===== src/rtl/mul_div_unit_pkg.sv =====
// mul_div_unit_pkg: shared definitions for the iterative multiply/divide unit.
//   - EXE_* : ALU execute-command codes used by the shared codebase ALU
//   - op_e  : operation select encodings (MULTU / DIVU)
//   - state_e: FSM state encodings for the mul/div sequencer
package mul_div_unit_pkg;

  localparam logic [3:0] EXE_ADD = 4'h0;
  localparam logic [3:0] EXE_SUB = 4'h1;
  localparam logic [3:0] EXE_AND = 4'h2;
  localparam logic [3:0] EXE_OR  = 4'h3;
  localparam logic [3:0] EXE_XOR = 4'h4;

  typedef enum logic {
    OP_MULTU = 1'b0,
    OP_DIVU  = 1'b1
  } op_e;

  typedef enum logic [1:0] {
    ST_IDLE = 2'd0,
    ST_RUN  = 2'd1,
    ST_DONE = 2'd2
  } state_e;

endpackage


===== src/rtl/mul_div_unit_if.sv =====
// mul_div_unit_if: request/response bundle for mul_div_unit.
//   master (requester): drives start, op, val1, val2, flush;
//                       observes busy, done, hi, lo, div_zero.
//   slave  (mul_div_unit): the mirror image.
interface mul_div_unit_if #(
  parameter int SIZE = 32
);
  logic            start;
  logic            op;
  logic [SIZE-1:0] val1;
  logic [SIZE-1:0] val2;
  logic            flush;
  logic            busy;
  logic            done;
  logic [SIZE-1:0] hi;
  logic [SIZE-1:0] lo;
  logic            div_zero;

  modport master (
    output start, op, val1, val2, flush,
    input  busy, done, hi, lo, div_zero
  );

  modport slave (
    input  start, op, val1, val2, flush,
    output busy, done, hi, lo, div_zero
  );
endinterface


===== src/rtl/mul_div_unit_alu.sv =====
// mul_div_unit_alu: codebase integer ALU, combinational.
// Ports:
//   cmd   : execute command (EXE_ADD / EXE_SUB / EXE_AND / EXE_OR / EXE_XOR)
//   a, b  : operands
//   y     : result
//   carry : carry-out for ADD; for SUB it is the no-borrow flag (a >= b)
module mul_div_unit_alu
  import mul_div_unit_pkg::*;
#(
  parameter int SIZE     = 32,
  parameter int COM_SIZE = 4
) (
  input  logic [COM_SIZE-1:0] cmd,
  input  logic [SIZE-1:0]     a,
  input  logic [SIZE-1:0]     b,
  output logic [SIZE-1:0]     y,
  output logic                carry
);

  localparam logic [COM_SIZE-1:0] CMD_ADD = COM_SIZE'(EXE_ADD);
  localparam logic [COM_SIZE-1:0] CMD_SUB = COM_SIZE'(EXE_SUB);
  localparam logic [COM_SIZE-1:0] CMD_AND = COM_SIZE'(EXE_AND);
  localparam logic [COM_SIZE-1:0] CMD_OR  = COM_SIZE'(EXE_OR);
  localparam logic [COM_SIZE-1:0] CMD_XOR = COM_SIZE'(EXE_XOR);

  always_comb begin
    y     = '0;
    carry = 1'b0;
    case (cmd)
      CMD_ADD: {carry, y} = {1'b0, a} + {1'b0, b};
      // Two's-complement subtract: carry out of a + ~b + 1 means no borrow.
      CMD_SUB: {carry, y} = {1'b0, a} + {1'b0, ~b} + (SIZE+1)'(1);
      CMD_AND: y = a & b;
      CMD_OR:  y = a | b;
      CMD_XOR: y = a ^ b;
      default: y = '0;
    endcase
  end

endmodule


===== src/rtl/mul_div_unit.sv =====
// mul_div_unit: iterative unsigned multiply (shift-add) / divide (restoring),
// one result bit per cycle, SIZE cycles per operation.
// Ports:
//   clk  : clock, rising edge
//   rst  : asynchronous active-high reset
//   bus  : mul_div_unit_if.slave
//          start/op/val1/val2 request an operation (sampled in IDLE only),
//          flush aborts to IDLE, busy = iterating, done = 1-cycle completion,
//          hi/lo = product words or remainder/quotient, div_zero = DIVU by 0.
module mul_div_unit
  import mul_div_unit_pkg::*;
#(
  parameter int SIZE     = 32,
  parameter int COM_SIZE = 4
) (
  input  logic           clk,
  input  logic           rst,
  mul_div_unit_if.slave  bus
);

  localparam int CNT_W = $clog2(SIZE) + 1;

  state_e            state_q, state_d;
  logic [CNT_W-1:0]  cnt_q, cnt_d;
  op_e               op_q, op_d;
  // Multiplicand (MULTU) or divisor (DIVU).
  logic [SIZE-1:0]   opnd_q, opnd_d;
  // Accumulator (MULTU high word) or partial remainder (DIVU).
  logic [SIZE-1:0]   acc_q, acc_d;
  // Multiplier shifting into low product (MULTU) or dividend shifting into quotient (DIVU).
  logic [SIZE-1:0]   work_q, work_d;
  logic [SIZE-1:0]   hi_q, hi_d;
  logic [SIZE-1:0]   lo_q, lo_d;
  logic              dz_q, dz_d;

  logic [COM_SIZE-1:0] alu_cmd;
  logic [SIZE-1:0]     alu_a;
  logic [SIZE-1:0]     alu_y;
  logic                alu_carry;

  logic [SIZE:0]       shifted;
  logic                ge;
  logic [SIZE:0]       sum;
  logic [SIZE-1:0]     step_acc;
  logic [SIZE-1:0]     step_work;

  mul_div_unit_alu #(
    .SIZE     (SIZE),
    .COM_SIZE (COM_SIZE)
  ) u_alu (
    .cmd   (alu_cmd),
    .a     (alu_a),
    .b     (opnd_q),
    .y     (alu_y),
    .carry (alu_carry)
  );

  // One iteration step of whichever operation is latched.
  always_comb begin
    shifted   = {acc_q, work_q[SIZE-1]};
    ge        = (shifted >= {1'b0, opnd_q});
    alu_cmd   = COM_SIZE'(EXE_ADD);
    alu_a     = acc_q;
    sum       = '0;
    step_acc  = acc_q;
    step_work = work_q;
    if (op_q == OP_DIVU) begin
      alu_cmd   = COM_SIZE'(EXE_SUB);
      alu_a     = shifted[SIZE-1:0];
      // When ge holds, shifted < 2*divisor, so the difference fits in SIZE bits.
      step_acc  = ge ? alu_y : shifted[SIZE-1:0];
      step_work = {work_q[SIZE-2:0], ge};
    end else begin
      sum       = work_q[0] ? {alu_carry, alu_y} : {1'b0, acc_q};
      step_acc  = sum[SIZE:1];
      step_work = {sum[0], work_q[SIZE-1:1]};
    end
  end

  always_comb begin
    state_d = state_q;
    cnt_d   = cnt_q;
    op_d    = op_q;
    opnd_d  = opnd_q;
    acc_d   = acc_q;
    work_d  = work_q;
    hi_d    = hi_q;
    lo_d    = lo_q;
    dz_d    = dz_q;
    if (bus.flush) begin
      state_d = ST_IDLE;
    end else begin
      case (state_q)
        ST_IDLE: begin
          if (bus.start) begin
            op_d   = op_e'(bus.op);
            opnd_d = bus.op ? bus.val2 : bus.val1;
            work_d = bus.op ? bus.val1 : bus.val2;
            acc_d  = '0;
            cnt_d  = '0;
            dz_d   = 1'b0;
            if (bus.op && (bus.val2 == '0)) begin
              state_d = ST_DONE;
              hi_d    = bus.val1;
              lo_d    = '1;
              dz_d    = 1'b1;
            end else begin
              state_d = ST_RUN;
            end
          end
        end
        ST_RUN: begin
          acc_d  = step_acc;
          work_d = step_work;
          cnt_d  = cnt_q + CNT_W'(1);
          if (cnt_q == CNT_W'(SIZE - 1)) begin
            state_d = ST_DONE;
            hi_d    = step_acc;
            lo_d    = step_work;
          end
        end
        ST_DONE: state_d = ST_IDLE;
        default: state_d = ST_IDLE;
      endcase
    end
  end

  always_ff @(posedge clk or posedge rst) begin
    if (rst) begin
      state_q <= ST_IDLE;
      cnt_q   <= '0;
      op_q    <= OP_MULTU;
      opnd_q  <= '0;
      acc_q   <= '0;
      work_q  <= '0;
      hi_q    <= '0;
      lo_q    <= '0;
      dz_q    <= 1'b0;
    end else begin
      state_q <= state_d;
      cnt_q   <= cnt_d;
      op_q    <= op_d;
      opnd_q  <= opnd_d;
      acc_q   <= acc_d;
      work_q  <= work_d;
      hi_q    <= hi_d;
      lo_q    <= lo_d;
      dz_q    <= dz_d;
    end
  end

  assign bus.busy     = (state_q == ST_RUN);
  assign bus.done     = (state_q == ST_DONE);
  assign bus.hi       = hi_q;
  assign bus.lo       = lo_q;
  assign bus.div_zero = dz_q;

endmodule


===== src/flat_wrapper.sv =====
// flat-port wrapper written by rule: the top's interface ports become plain ports
module mul_div_unit_flat import mul_div_unit_pkg::*;
#(
  parameter int SIZE     = 32,
  parameter int COM_SIZE = 4
)
  (clk, rst, bus_start, bus_op, bus_val1, bus_val2, bus_flush, bus_busy, bus_done, bus_hi, bus_lo, bus_div_zero);
  mul_div_unit_if #(.SIZE(SIZE)) bus_i ();
  input  logic clk;
  input  logic rst;
  input wire logic [$bits(bus_i.start)-1:0] bus_start;
  input wire logic [$bits(bus_i.op)-1:0] bus_op;
  input wire logic [$bits(bus_i.val1)-1:0] bus_val1;
  input wire logic [$bits(bus_i.val2)-1:0] bus_val2;
  input wire logic [$bits(bus_i.flush)-1:0] bus_flush;
  output wire logic [$bits(bus_i.busy)-1:0] bus_busy;
  output wire logic [$bits(bus_i.done)-1:0] bus_done;
  output wire logic [$bits(bus_i.hi)-1:0] bus_hi;
  output wire logic [$bits(bus_i.lo)-1:0] bus_lo;
  output wire logic [$bits(bus_i.div_zero)-1:0] bus_div_zero;
  assign bus_i.start = bus_start;
  assign bus_i.op = bus_op;
  assign bus_i.val1 = bus_val1;
  assign bus_i.val2 = bus_val2;
  assign bus_i.flush = bus_flush;
  assign bus_busy = bus_i.busy;
  assign bus_done = bus_i.done;
  assign bus_hi = bus_i.hi;
  assign bus_lo = bus_i.lo;
  assign bus_div_zero = bus_i.div_zero;
  mul_div_unit #(.SIZE(SIZE), .COM_SIZE(COM_SIZE)) u_core (.clk(clk), .rst(rst), .bus(bus_i));
endmodule

===== config.mk =====
export PLATFORM = sky130hd
export DESIGN_NAME = mul_div_unit_flat
export DESIGN_NICKNAME = d
export VERILOG_FILES = /design/src/rtl/mul_div_unit_pkg.sv /design/src/rtl/mul_div_unit_if.sv /design/src/rtl/mul_div_unit_alu.sv /design/src/rtl/mul_div_unit.sv /design/src/flat_wrapper.sv
export SDC_FILE = /design/constraint.sdc
export NUM_CORES = 1
export LEC_CHECK = 0
export ABC_CLOCK_PERIOD_IN_PS = 4350
export BUFFER_PORTS_ARGS = -buffer_cell sky130_fd_sc_hd__clkbuf_2
export CAP_MARGIN = 20
export CORE_ASPECT_RATIO = 1.4
export CORE_UTILIZATION = 45
export CTS_BUF_LIST = sky130_fd_sc_hd__clkbuf_4
export DETAILED_ROUTE_END_ITERATION = 7
export GPL_TIMING_DRIVEN = 0
export PLACE_DENSITY = 0.66
export SETUP_SLACK_MARGIN = 0.1
export SYNTH_ARGS = -nofsm -noshare
export SYNTH_HDL_FRONTEND = slang
export SYNTH_SLANG_ARGS = --single-unit

===== constraint.sdc =====
create_clock -name clk -period 4.35 [get_ports clk]
set_input_delay 0 -clock clk [delete_from_list [all_inputs] [get_ports clk]]
set_output_delay 0 -clock clk [all_outputs]
set_load 0.01 [all_outputs]

==> results of run 1 <==
registers in the layout (all words and copies together) (netlist names):
register,flops
u_core.bus.div_zero,1
u_core.bus.hi,32
u_core.work_q,32
u_core.cnt_q,6
u_core.acc_q,32
u_core.op_q,1
u_core.state_q,2
u_core.bus.lo,32
u_core.opnd_q,32
path summary, 6_finish.rpt:
path	slack (ns)	cells past startpoint	end	start
worst max register to register	0.18	16	u_core.bus.hi[24]	u_core.op_q
max in group asynchronous	2.95	6	u_core.bus.hi[3]	rst
worst max-delay path	0.18	16	u_core.bus.hi[24]	u_core.op_q
min in group asynchronous	0.53	4	u_core.bus.lo[27]	rst
worst min register to register	0.52	1	u_core.bus.div_zero	u_core.bus.div_zero
worst min-delay path	0.22	4	u_core.bus.hi[20]	bus_val1[20]
power by group through the flow:
stage	registers [uW]	clock network (uW)	logic, uW
final	2670	1030	5480
after global routing	2720	1090	5920
after CTS	2640	1040	5210
after detailed placement	2670	0	4950
after global placement	2650	0	4930
after floorplan	2630	0	3240
layout make-up:
cell class	instances	area, um^2
fill	2772	13030
buffer	105	541.8
tap	380	475.5
clock buffer	18	135.1
timing repair buffer	235	1660
clock inverter	13	177.7
inverter	74	281.5
sequential	170	4255
antenna	1	2.502
multi-input combinational	1312	8887
timing repair:
item	in CTS	in global routing
hold buffers	73	0
cloned	0	0
pin swaps	10	19
setup endpoints to repair	64	35
buffers inserted	11	11
endpoints found under the hold margin	195	0
gates resized for setup	47	41
stage by stage:
stage | TNS [ns] | util [%] | hold slack [ns] | cells
final | 0 | 55.76 | 0.2165 | 2308
after global routing | 0 | 55.76 | 0.2005 | 2308
after CTS | 0 | 54.89 | 0.1737 | 2298
after detailed placement | -96.98 | 50.34 | 0.03571 | 2185
after global placement | -101.56 | 50.05 | 0.2788 | 2180
after floorplan | 0 | - | 0.1463 | 1665
worst register-to-register path: cells and delay by family (launching register included):
family,cells,cell delay (ns)
muxes,1,0.36
adders and majority gates,1,0.28
and+or+nand+nor,3,0.66
AOI/OAI and AO/OA,7,1.74
DFF,1,0.45
buffers and inverters,4,0.66
per-layer routing:
metal	track usage [%]	routed length (um)
met3	4.637	3337
met2	60.30	26420
met1	41.61	21000
met5	0	0
met4	20.87	3346
cell usage in the layout, fill, tap and decap left out, types with 19 or more instances in the layout:
cell                            instances
sky130_fd_sc_hd__dlygate4sd3_1         73
sky130_fd_sc_hd__clkbuf_4              20
sky130_fd_sc_hd__inv_1                 62
sky130_fd_sc_hd__o211ai_1              25
sky130_fd_sc_hd__o21ai_0              132
sky130_fd_sc_hd__clkbuf_1              66
sky130_fd_sc_hd__buf_4                 28
sky130_fd_sc_hd__dfrtp_1              169
sky130_fd_sc_hd__mux2i_1               71
sky130_fd_sc_hd__mux2_2                64
sky130_fd_sc_hd__xnor2_1               42
sky130_fd_sc_hd__nor3_1                23
sky130_fd_sc_hd__a21o_1                20
sky130_fd_sc_hd__nand3_1               20
sky130_fd_sc_hd__nor2_1               180
sky130_fd_sc_hd__clkbuf_2             137
sky130_fd_sc_hd__nand2_1              181
sky130_fd_sc_hd__o21ai_1               19
sky130_fd_sc_hd__ha_1                  98
sky130_fd_sc_hd__a31oi_1               64
sky130_fd_sc_hd__a21oi_1              149
logic make-up (layout without fill, tap and decap cells):
family,Yosys count,count (layout),synth area share [%]
AO/OA/AOI/OAI,526,526,23.89
XOR/XNOR,50,50,3.225
adder cells (fa/ha/maj),102,102,9.510
buffers and inverters,183,445,5.372
flip-flops,170,170,31.33
multiplexers,136,136,10.62
other,0,1,0
AND/OR/NAND/NOR,498,498,16.05
==> impl_metrics.json, run 1 <==
{
  "grt_first_pass_wirelength_um": 82600,
  "finClkSkew_ns": 0.02224,
  "flow.area_growth_from_synthesis_pct": 20.91,
  "comb_power_share_pct": 59.7,
  "critical_path_peak_fanout": 10,
  "detailedRoute.firstIterationViolations": 1161,
  "synth.avg_cell_area_um2": 8.155,
  "int_pwr_uw": 4639,
  "finalSetupViolations": 0,
  "synthDominantAreaCellType": "sky130_fd_sc_hd__dfrtp_1",
  "yosys.area.top_type_share_pct": 31.33,
  "crit_path_end_kind": "register",
  "synth_top_cells_by_area": "sky130_fd_sc_hd__dfrtp_1 31%, sky130_fd_sc_hd__ha_1 9.2%, sky130_fd_sc_hd__a21oi_1 5.6%",
  "num-nets-final": 2086,
  "syn-cell-area_um2": 13580,
  "max_freq_mhz": 239.5,
  "fin_total_pwr_uw": 9174,
  "grtUsageTotal_pct": 35.19,
  "number_of_max_slew_violations_in_the_final_report": 0,
  "final_design_area_no_fill_um2": 16420,
  "chipWidth_um": 148.8,
  "clk_latency_ns": 0.60,
  "first_global_vias": 14381,
  "pwr-share-seq_pct": 29.1,
  "fp.dieH_um": 207.5,
  "dominantRegCellSynth": "sky130_fd_sc_hd__dfrtp_1",
  "netSwitchingFraction_pct": 49.43,
  "clockPowerShare_pct": 11.2,
  "preCtsSetupSlack_ns": -2.243,
  "run_status": "finished, final reports clean",
  "synth-edff-count": 0,
  "worst_path_dominant_cell_family": "compound AO/OA/AOI/OAI gates",
  "worst_path_max_delay_cell": "sky130_fd_sc_hd__dfrtp_2",
  "drc_errors": 0,
  "post_dp_cell_area_um2": 14820,
  "yosysSeqAreaShare_pct": 31.33,
  "vias": 14128,
  "yosys_register_bits": 170,
  "worstPathBufferInverterCount": 4,
  "numPortBuffers": 135,
  "clock_sink_count": 170,
  "criticalPathCategory": "reg2reg",
  "antenna_found_initial": 1,
  "max-vdd-ir-drop_v": 0.0003777,
  "cts.htree.levels": 4,
  "max_cap_violations": 0,
  "post_drt_wl_per_cell_um": 23.44,
  "synth-warning-count": 0,
  "post_synth_cell_types": 78,
  "avgViaCountPerCell": 6.121,
  "period_needed_ns": 4.175,
  "worst_setup_path_start_kind": "register",
  "clk_transition_reported_paths_ns": 0.14,
  "synth_nets": 1836,
  "critical_path_arrival_ns": 4.72,
  "grt_start_max_net_pins": 43,
  "synthesized_instance_count": 1665,
  "fin_ws_ns": 0.1754,
  "critical_path.cell_chain": "clkbuf_16, buf_8, buf_12, mux2_2, ha_1, buf_4, nor3_1, o21ai_1, a31oi_4, o211a_2, o211ai_1, nand3_1, nor3b_1, a211oi_1, o311ai_2, o21a_1",
  "drtPass1Iterations": 5,
  "drt-total-wl_um": 54110,
  "leakagePower_uw": 0.007373,
  "tightestPinTransition_ns": 1.129,
  "min_period_over_period_pct": 95.97,
  "cts.root.buffer_cell": "sky130_fd_sc_hd__clkbuf_4",
  "grt_overflow_total": 0,
  "ctsLongestPathBuffers": 2,
  "initial_core_util_pct": 46.12,
  "detail-route-antenna-nets": 0,
  "max-slew-margin-rel_pct": 24.73,
  "synth_top_cells_by_count": "181 x sky130_fd_sc_hd__nand2_1, 181 x sky130_fd_sc_hd__nor2_1, 170 x sky130_fd_sc_hd__dfrtp_1",
  "finalWeightedCongestion": 0.9351,
  "core_area_um2": 29440,
  "cts_tree": "built",
  "core.rowCount": 74,
  "final_layout_size_suffix_gt1_share_pct": 18.27,
  "dp_hpwl_um": 42220,
  "holdCritPathClass": "in2reg",
  "switching_power_uw": 4534,
  "floorplan.io_pins": 136,
  "worst_ep_required_time_ns": 4.90,
  "final-hold-violation-count": 0,
  "power_density_nw_per_um2": 558.8,
  "synthArstFlopShare_pct": 100.0,
  "fp.dieArea_um2": 30880,
  "numCtsBuffers": 17,
  "critPathMaxStageDelay_ns": 0.45,
  "grt_setup_unrepaired": "yes"
}
No activity file was read; power rests on OpenSTA's default activity.
==> run 2: changes to the inputs <==
--- a/config.mk
+++ b/config.mk
@@ -8,7 +8,6 @@
 export ABC_CLOCK_PERIOD_IN_PS = 4350
 export BUFFER_PORTS_ARGS = -buffer_cell sky130_fd_sc_hd__clkbuf_2
 export CAP_MARGIN = 20
-export CORE_ASPECT_RATIO = 1.4
 export CORE_UTILIZATION = 45
 export CTS_BUF_LIST = sky130_fd_sc_hd__clkbuf_4
 export DETAILED_ROUTE_END_ITERATION = 7
==> run 2 against run 1 <==
Effect of this change: flip-flop and latch count is the same; critical path type unchanged; worst hold slack lost 0.0027 ns; wire length shrank 1.9%; combinational power grew 1%; register-to-register slack is essentially flat; largest power group unchanged.
==> impl_metrics.json, run 2 (synthesis results as in run 1) <==
{
  "fin_cells": 2323,
  "period_needed_ns": 4.170,
  "switching_power_uw": 4594,
  "holdCritPathClass": "in2reg",
  "fin_total_pwr_uw": 9246,
  "criticalPathCategory": "reg2reg",
  "multi_input_comb_area_um2": 8860,
  "crit_path_end_kind": "register",
  "drt-total-wl_um": 53100,
  "first_global_vias": 13705,
  "run_status": "finished, final reports clean",
  "core_area_um2": 29640,
  "vias": 14168,
  "filler_cell_count": 2822,
  "avgViaCountPerCell": 6.099,
  "critical_path_arrival_ns": 4.64,
  "final_design_area_no_fill_um2": 16470,
  "min_period_over_period_pct": 95.87,
  "worst_path_max_delay_cell": "sky130_fd_sc_hd__dfrtp_2",
  "cts_tree": "built",
  "worst_setup_path_start_kind": "register",
  "critical_path.cell_chain": "clkbuf_16, buf_12, clkbuf_16, mux2i_4, inv_1, ha_1, fa_2, nor2b_4, o211ai_1, a21boi_2, a21o_1, a211oi_4, buf_6, a211oi_4, mux2_2, a211oi_2, o31a_1, a31oi_1",
  "number_of_max_slew_violations_in_the_final_report": 0,
  "max-slew-margin-rel_pct": 26.84,
  "grt_setup_unrepaired": "no",
  "finalWeightedCongestion": 0.9397,
  "final-hold-violation-count": 0,
  "drc_errors": 0,
  "grt_start_max_net_pins": 41,
  "comb_power_share_pct": 59.9,
  "ctsLongestPathBuffers": 2,
  "post_drt_wl_per_cell_um": 22.86,
  "mostFrequentLayoutCells": "180 x sky130_fd_sc_hd__nand2_1, 180 x sky130_fd_sc_hd__nor2_1, 169 x sky130_fd_sc_hd__dfrtp_1, 150 x sky130_fd_sc_hd__a21oi_1, 136 x sky130_fd_sc_hd__clkbuf_2",
  "grt_first_pass_wirelength_um": 81010,
  "drtPass1Iterations": 8,
  "chipWidth_um": 175.7,
  "grt_overflow_total": 0,
  "clk_transition_reported_paths_ns": 0.15,
  "initial_core_util_pct": 45.81,
  "floorplan.io_pins": 136,
  "critical_path_peak_fanout": 10,
  "fp.dieH_um": 175.7,
  "numPortBuffers": 135,
  "max_cap_violations": 0,
  "int_pwr_uw": 4651,
  "antenna_found_initial": 1,
  "finClkSkew_ns": 0.02719,
  "cts.htree.levels": 4,
  "detailedRoute.firstIterationViolations": 1606,
  "core.rowCount": 63,
  "netSwitchingFraction_pct": 49.69,
  "final_layout_size_suffix_gt1_share_pct": 18.48,
  "tightestPinTransition_ns": 1.097,
  "power_density_nw_per_um2": 561.4,
  "dp_hpwl_um": 41580,
  "leakagePower_uw": 0.007408,
  "worst_ep_required_time_ns": 4.82,
  "cts.root.buffer_cell": "sky130_fd_sc_hd__clkbuf_4",
  "clk_latency_ns": 0.61,
  "timing.setup.tns_ns": 0,
  "finalSetupViolations": 0,
  "pwr-share-seq_pct": 29.1,
  "post_dp_cell_area_um2": 14830,
  "clock_sink_count": 170,
  "fp.dieArea_um2": 30870,
  "post-place-cells": 2195,
  "sequential_cell_area_um2": 4255,
  "detail-route-antenna-nets": 0,
  "grtUsageTotal_pct": 34.55,
  "hold_path_start": "bus_val1[27]",
  "critPathMaxStageDelay_ns": 0.46,
  "crit_start": "u_core.op_q",
  "clockPowerShare_pct": 10.9,
  "flow.area_growth_from_synthesis_pct": 21.30,
  "numCtsBuffers": 17,
  "max-vdd-ir-drop_v": 0.0003428,
  "reg2reg_from": "u_core.op_q",
  "max_freq_mhz": 239.8,
  "num-nets-final": 2090
}
==> run 2: worst paths after layout <==
path	depth (start not counted)	slack, ns	to
max reg2reg	18	0.18	u_core.bus.hi[29]
min in group asynchronous	4	0.60	u_core.bus.hi[17]
max in group asynchronous	6	2.91	u_core.acc_q[16]
max	18	0.18	u_core.bus.hi[29]
min	4	0.21	u_core.bus.hi[27]
min reg2reg	1	0.53	u_core.bus.hi[24]
==> run 2: stage by stage <==
step           worst slack (ns)  hold slack [ns]  util (%)
6_report                 0.1795           0.2138     55.57
5_1_grt                  0.1023           0.2106     55.57
4_1_cts                 0.07942           0.1790     54.51
3_5_place_dp             -2.102           0.1007     50.05
3_3_place_gp             -2.170           0.2764     49.76
2_1_floorplan            0.1108           0.1463         -
==> run 2: layout make-up <==
type                    instances  share of cell area, %
clock inverters                14                  1.048
multi-input cells            1312                  53.79
clock buffers                  18                 0.8205
well taps                     390                  2.963
flip-flops and latches        170                  25.84
repair buffers                239                  10.39
inverters                      74                  1.709
plain buffers                 105                  3.426
diodes                          1                0.01519
==> run 2: worst max-delay path: cells and delay by family (launching register included) <==
family	cells	cell delay, ns
AO/OA/AOI/OAI	8	1.54
adder cells (fa/ha/maj)	2	0.57
buffers and inverters	5	0.71
flip-flops	1	0.46
multiplexers	2	0.58
AND/OR/NAND/NOR	1	0.15
==> run 2: power by group through the flow <==
stage,clock (uW),sequential [uW],combinational [uW]
after floorplan,0,2630,3240
final,1010,2700,5540
after global placement,0,2680,4910
after detailed placement,0,2690,4950
after CTS,1010,2670,5200
after global routing,1070,2750,5970
==> run 2: metal layers <==
| layer | vias up | global-route usage (%) | wire length [um] |
|---|---|---|---|
| met5 | - | 0 | 0 |
| li1 | 6484 | - | - |
| met4 | 0 | 12.28 | 1860 |
| met1 | 6888 | 47.41 | 22860 |
| met2 | 688 | 56.01 | 24610 |
| met3 | 108 | 4.004 | 3764 |
==> run 2: timing repair <==
item,CTS,global route
endpoints found under the setup margin,64,29
setup buffers,8,16
hold buffers,74,0
pin swaps,7,15
gates resized for setup,48,46
endpoints found under the hold margin,234,0
gates cloned,0,1
